File: src/rtl/ifu_pkg.sv
// ifu_pkg: shared types and constants for the instruction fetch unit.
//   - ifuState_e   : fetch FSM state encoding (IDLE, REQ, HOLD, ERR)
//   - IFU_RESET_PC : default reset PC
//   - R_FORMAT/LW/SW/BEQ : main-control opcode values seen on op
//   - branchDisp() : sign-extended word offset converted to a byte displacement
package ifu_pkg;

  typedef enum logic [1:0] {
    IDLE = 2'd0,
    REQ  = 2'd1,
    HOLD = 2'd2,
    ERR  = 2'd3
  } ifuState_e;

  localparam logic [31:0] IFU_RESET_PC = 32'h0000_0000;

  localparam logic [5:0] R_FORMAT = 6'b000000;
  localparam logic [5:0] LW       = 6'b100011;
  localparam logic [5:0] SW       = 6'b101011;
  localparam logic [5:0] BEQ      = 6'b000100;

  // Word offset -> byte displacement: sign-extend to 30 bits, then shift left by 2.
  function automatic logic [31:0] branchDisp(input logic [15:0] offset);
    return {{14{offset[15]}}, offset, 2'b00};
  endfunction

endpackage

File: src/rtl/ifu_next_pc.sv
// ifu_next_pc: next-PC arithmetic for the fetch unit (purely combinational).
// Ports:
//   pc           in  32  current fetch PC
//   irPc         in  32  address of the instruction being accepted
//   branchTaken  in   1  accepted instruction is a taken branch
//   branchOffset in  16  signed word offset of the branch
//   pcPlus4      out 32  pc + 4 (sequential successor)
//   acceptPc     out 32  PC to fetch after an accept (branch target or pc)
module ifu_next_pc
  import ifu_pkg::*;
(
  input  logic [31:0] pc,
  input  logic [31:0] irPc,
  input  logic        branchTaken,
  input  logic [15:0] branchOffset,
  output logic [31:0] pcPlus4,
  output logic [31:0] acceptPc
);

  logic [31:0] branchTarget_s;

  assign pcPlus4        = pc + 32'd4;
  // Target is relative to the branch's own successor, wrapping modulo 2^32.
  assign branchTarget_s = irPc + 32'd4 + branchDisp(branchOffset);

  // Select the post-accept fetch address.
  always_comb begin
    acceptPc = pc;
    if (branchTaken) begin
      acceptPc = branchTarget_s;
    end else begin
      acceptPc = pc;
    end
  end

endmodule

File: src/rtl/instr_fetch_unit.sv
// instr_fetch_unit: single-outstanding instruction fetcher with an instruction
// register handed to the decoder through a valid/ready handshake.
// Optional feature macro: IFU_PERF_CNT_EN adds fetch_count / stall_count.
// Ports:
//   clk, rst_n               clock, asynchronous active-low reset
//   imem_req, imem_addr      instruction-memory read request / word-aligned address
//   imem_ack, imem_rdata     memory response (only honoured in REQ)
//   ir_valid, ir, op, ir_pc  instruction register, its opcode field and fetch address
//   dec_ready                decoder consumes ir this cycle when ir_valid is high
//   branch_taken, branch_offset  redirect applied on the accept edge only
//   fetch_err                sticky memory-timeout flag
//   fetch_count, stall_count (IFU_PERF_CNT_EN) accepted instrs / stalled cycles
module instr_fetch_unit
  import ifu_pkg::*;
#(
  parameter logic [31:0] RESET_PC    = IFU_RESET_PC,
  parameter int          ACK_TIMEOUT = 15
) (
  input  logic        clk,
  input  logic        rst_n,
  output logic        imem_req,
  output logic [31:0] imem_addr,
  input  logic        imem_ack,
  input  logic [31:0] imem_rdata,
  output logic        ir_valid,
  output logic [31:0] ir,
  output logic [5:0]  op,
  output logic [31:0] ir_pc,
  input  logic        dec_ready,
  input  logic        branch_taken,
  input  logic [15:0] branch_offset,
  output logic        fetch_err
`ifdef IFU_PERF_CNT_EN
  ,
  output logic [31:0] fetch_count,
  output logic [31:0] stall_count
`endif
);

  // Counter only needs to reach ACK_TIMEOUT-1; the timeout fires on that cycle.
  localparam int WAIT_W = (ACK_TIMEOUT > 2) ? $clog2(ACK_TIMEOUT) : 1;
  localparam logic [WAIT_W-1:0] WAIT_LAST = WAIT_W'(ACK_TIMEOUT - 1);

  ifuState_e         state_r;
  logic [31:0]       pc_r;
  logic [WAIT_W-1:0] waitCnt_r;
  logic [31:0]       pcPlus4_s;
  logic [31:0]       acceptPc_s;

  assign op = ir[31:26];

  ifu_next_pc uNextPc (
    .pc           (pc_r),
    .irPc         (ir_pc),
    .branchTaken  (branch_taken),
    .branchOffset (branch_offset),
    .pcPlus4      (pcPlus4_s),
    .acceptPc     (acceptPc_s)
  );

  // Fetch FSM with registered memory-side and decoder-side outputs.
  always_ff @(posedge clk or negedge rst_n) begin
    if (!rst_n) begin
      state_r   <= IDLE;
      pc_r      <= RESET_PC;
      waitCnt_r <= WAIT_W'(0);
      ir        <= 32'h0000_0000;
      ir_pc     <= 32'h0000_0000;
      ir_valid  <= 1'b0;
      imem_req  <= 1'b0;
      imem_addr <= RESET_PC;
      fetch_err <= 1'b0;
    end else begin
      case (state_r)
        IDLE: begin
          state_r   <= REQ;
          imem_req  <= 1'b1;
          imem_addr <= pc_r;
          waitCnt_r <= WAIT_W'(0);
        end
        REQ: begin
          if (imem_ack) begin
            ir        <= imem_rdata;
            ir_pc     <= pc_r;
            pc_r      <= pcPlus4_s;
            ir_valid  <= 1'b1;
            imem_req  <= 1'b0;
            waitCnt_r <= WAIT_W'(0);
            state_r   <= HOLD;
          end else if (waitCnt_r == WAIT_LAST) begin
            imem_req  <= 1'b0;
            fetch_err <= 1'b1;
            state_r   <= ERR;
          end else begin
            waitCnt_r <= waitCnt_r + WAIT_W'(1);
          end
        end
        HOLD: begin
          // branch_taken only matters here, on the accept edge.
          if (dec_ready) begin
            ir_valid  <= 1'b0;
            imem_req  <= 1'b1;
            imem_addr <= acceptPc_s;
            pc_r      <= acceptPc_s;
            waitCnt_r <= WAIT_W'(0);
            state_r   <= REQ;
          end else begin
            ir_valid  <= 1'b1;
          end
        end
        ERR: begin
          imem_req  <= 1'b0;
          ir_valid  <= 1'b0;
          fetch_err <= 1'b1;
        end
        default: begin
          imem_req  <= 1'b0;
          ir_valid  <= 1'b0;
          fetch_err <= 1'b1;
          state_r   <= ERR;
        end
      endcase
    end
  end

`ifdef IFU_PERF_CNT_EN
  // Accept and stall event counters, free-running and wrapping.
  always_ff @(posedge clk or negedge rst_n) begin
    if (!rst_n) begin
      fetch_count <= 32'h0000_0000;
      stall_count <= 32'h0000_0000;
    end else begin
      if (ir_valid && dec_ready) begin
        fetch_count <= fetch_count + 32'd1;
      end
      if (ir_valid && !dec_ready) begin
        stall_count <= stall_count + 32'd1;
      end
    end
  end
`endif

endmodule

File: config.mk
export PLATFORM = sky130hd
export DESIGN_NAME = instr_fetch_unit
export DESIGN_NICKNAME = d
export VERILOG_FILES = /design/src/rtl/ifu_pkg.sv /design/src/rtl/ifu_next_pc.sv /design/src/rtl/instr_fetch_unit.sv
export SDC_FILE = /design/constraint.sdc
export NUM_CORES = 1
export LEC_CHECK = 0
export ABC_CLOCK_PERIOD_IN_PS = 3250
export BUFFER_PORTS_ARGS = -buffer_cell sky130_fd_sc_hd__buf_2
export CORE_ASPECT_RATIO = 0.7
export CORE_MARGIN = 3
export CORE_UTILIZATION = 25
export DETAILED_ROUTE_END_ITERATION = 12
export HOLD_SLACK_MARGIN = 0.1
export PLACE_DENSITY = 0.46
export SYNTH_ARGS = -nofsm -noshare
export SYNTH_HDL_FRONTEND = slang
export SYNTH_SLANG_ARGS = --single-unit
export TNS_END_PERCENT = 1
File: constraint.sdc
create_clock -name clk -period 3.25 [get_ports clk]
set_input_delay 0.325 -clock clk [delete_from_list [all_inputs] [get_ports clk]]
set_output_delay 0.325 -clock clk [all_outputs]
set_load 0.005 [all_outputs]
==> results.ini <==
[run_status]
status=completed

[synthesis]
synthesis.area_mm2=0.00834
synth_edf_count=0
syn_nets=1113
synth.most_common_cell=nand2_1
synth_area_leaders=dfrtp_1 41%, nand2_1 11%, ha_1 9.0%, o21ai_0 5.3%, a21oi_1 4.6%
synth.avg_cell_area_um2=8.35
synth_cells=999
synth_area_leader_cell=dfrtp_1
yosysTopAreaCellShare_pct=41.1
synthArstFlopShare_pct=100
ys_seq_elements=137
ys_seq_area_share_pct=41.1
yosys_warnings=0
synthFlopType=dfrtp_1
synth_common_cells=241 x nand2_1, 137 x dfrtp_1, 89 x o21ai_0, 77 x a21oi_1, 60 x ha_1
yosys.cell_types.count=65

[placement]
gp_congestion=0.879
port_buffers=157
placed_area_mm2=0.00980
place_hpwl_um=21700

[sta]
report.final.slew_viol_count=0
finalHoldViolations=0
skew_ns=0.0117
min_period_ns=3.11
worst_slew_pin_slew_ns=0.818
max_freq_mhz=322
slew_headroom_pct=45.5
fin_crit_sh_pct=95.7
finalSetupViolations=0

[setup_path]
crit_start=ir_pc[3]
startpoint_type=register
worstReg2RegEnd=pc_r[23]
critPathRequiredTime_ns=3.57
path_max_fanout=4
path_class=reg2reg
regToRegSetupSlack_ns=0.14
rr_worst_depth=14
critPathArrivalTime_ns=3.43
reg2reg_from=ir_pc[3]
critPathCaptureType=register

[pwr]
clkPwrFrac_pct=22.5
p_int_mw=5.66
switching_power_mw=4.01
leakagePower_nw=5.33
swShare_pct=41.4
combPwrFrac_pct=46.2
power_per_cell_area_mw_per_mm2=893
ir_drop_mv=0.295
power_frac_seq_pct=31.3
power.total_mw=9.67

[routing]
routed_via_density=4.92
dr.pass1.iters=5
vias=8060
drtIter0Drc=560
ant_nets=0
drc_errors=0
wl_um=29600
wl_per_cell_um=18.1

[floorplan]
dieArea_mm2=0.0356
start_util_pct=25.6
chipWidth_um=224
die_height_um=159
rows=55
ioPinCount=158
core_mm2=0.0326

[finish]
area_growth_pct=29.8
n_antenna_cell=0
drive_above_1_share_pct=22.4
nets=1311
final_cell_area_mm2=0.0108
finish.utilization_pct=33.2

[worst_hold_path]
hold_class=in2reg
hold_path_end=pc_r[2]
whs_path_depth=3
worstHoldStart=branch_taken

[global_routing]
grt_overflow_total=0
grt_pass1_wl_um=46100
grt_max_degree=62
antenna_found_initial=0
grt_use_total_pct=16.7
grt_pass1_vias=7661

[clock_network]
cts_buffers=17
root_buffer=clkbuf_16
cts_tree=done
htreeDepth=4
clk_path_buf_depth=2
cts.sinks=137
clkTransAtPathRegs_ns=0.07
clkLatencyLatePin_ns=0.44

[flow_run]
maxCapViolations=0

## stage by stage
step | TNS [ns] | std cells | worst slack (ns) | hold slack, ns
finish | 0 | 1637 | 0.140 | 0.310
detailed placement | -0.156 | 1571 | -0.0667 | 0.317
CTS | 0 | 1636 | 0.0307 | 0.282
floorplan | 0 | 999 | 0.401 | 0.0294
global route | -0.00394 | 1637 | -0.00394 | 0.292
global placement | 0 | 1571 | 0.00231 | 0.318
## worst max-delay path: stages (launching register included)
cell,delay (ns)
dfrtp_1,0.38
ha_1,0.30
ha_1,0.23
fa_2,0.36
a21o_1,0.20
a21oi_2,0.15
buf_4,0.14
buf_4,0.11
o21a_4,0.16
o211ai_1,0.15
nand2_1,0.14
a21oi_1,0.11
xnor2_1,0.30
buf_4,0.17
o21ai_0,0.07
## state kept, by name, summed over array words and instances (netlist names)
register   flops
ir_pc         32
pc_r          32
waitCnt_r      4
fetch_err      1
state_r        2
ir            32
imem_addr     32
ir_valid       1
imem_req       1
## worst max-delay path by stage
stage	end	slack, ns
floorplan	imem_addr[19]	0.40
global placement	imem_addr[19]	0.002
detailed placement	imem_addr[19]	-0.07
CTS	imem_addr[19]	0.03
global route	pc_r[26]	-0.004
finish	pc_r[23]	0.14
## cell type report
class | count | area [um2]
inverter | 23 | 86.3
clock inverter | 10 | 164
timing repair buffer | 242 | 1530
clock buffer | 22 | 484
fill | 3469 | 21800
multi-input combinational | 776 | 4610
tap | 427 | 534
sequential | 137 | 3430
## kinds of logic (layout without fill, tap and decap cells)
| kind of cell | after synthesis | in the layout | share of synthesized area, % |
|---|---|---|---|
| XOR/XNOR | 20 | 20 | 2.10 |
| buffers and inverters | 86 | 297 | 4.40 |
| AO/OA/AOI/OAI | 280 | 280 | 20.5 |
| adder cells (fa/ha/maj) | 61 | 61 | 9.24 |
| flip-flops | 137 | 137 | 41.1 |
| multiplexers | 11 | 11 | 1.38 |
| AND/OR/NAND/NOR | 404 | 404 | 21.3 |
## layer usage
metal	GRT usage (%)	vias to the layer above	routed length, um	share of wire, %
met2	21.7	256	11500	39
li1	-	3928	-	-
met4	3.49	0	267	0.90
met5	0	-	0	0
met3	4.60	18	2020	6.8
met1	26.8	3858	15800	54
## power by group through the flow
stage	logic, mW	registers (mW)	clock network (mW)
after floorplan	2.64	2.90	0
after global placement	4.37	3.05	0
after detailed placement	4.39	3.05	0
after CTS	4.45	3.03	2.24
after global routing	5.00	3.14	2.32
final	4.47	3.03	2.17
## placed cells by master (no fill, tap or decap), types with 5 or more instances in the layout
master	count
a221oi_1	7
or2_2	5
dfrtp_1	137
a21o_1	19
dlygate4sd3_1	33
inv_1	23
mux2i_1	7
buf_2	156
clkbuf_16	17
nand2b_1	5
ha_1	60
a31oi_1	16
o21ai_0	86
xnor2_1	16
nand3_1	23
o21a_1	5
nand2_1	241
a211oi_1	6
o22ai_1	8
a21oi_1	74
nor2_1	54
nor3_1	15
and3_1	20
buf_4	51
o21ai_1	8
nand4_1	10
## timing repair
| item | in CTS | in global routing |
|---|---|---|
| setup endpoints to repair | 4 | 23 |
| setup buffers | 0 | 1 |
| hold buffers | 33 | 0 |
| hold endpoints to repair | 78 | 0 |
| gates resized for setup | 1 | 10 |
| pin swaps | 0 | 5 |
Power figures use the tool's default switching activity.
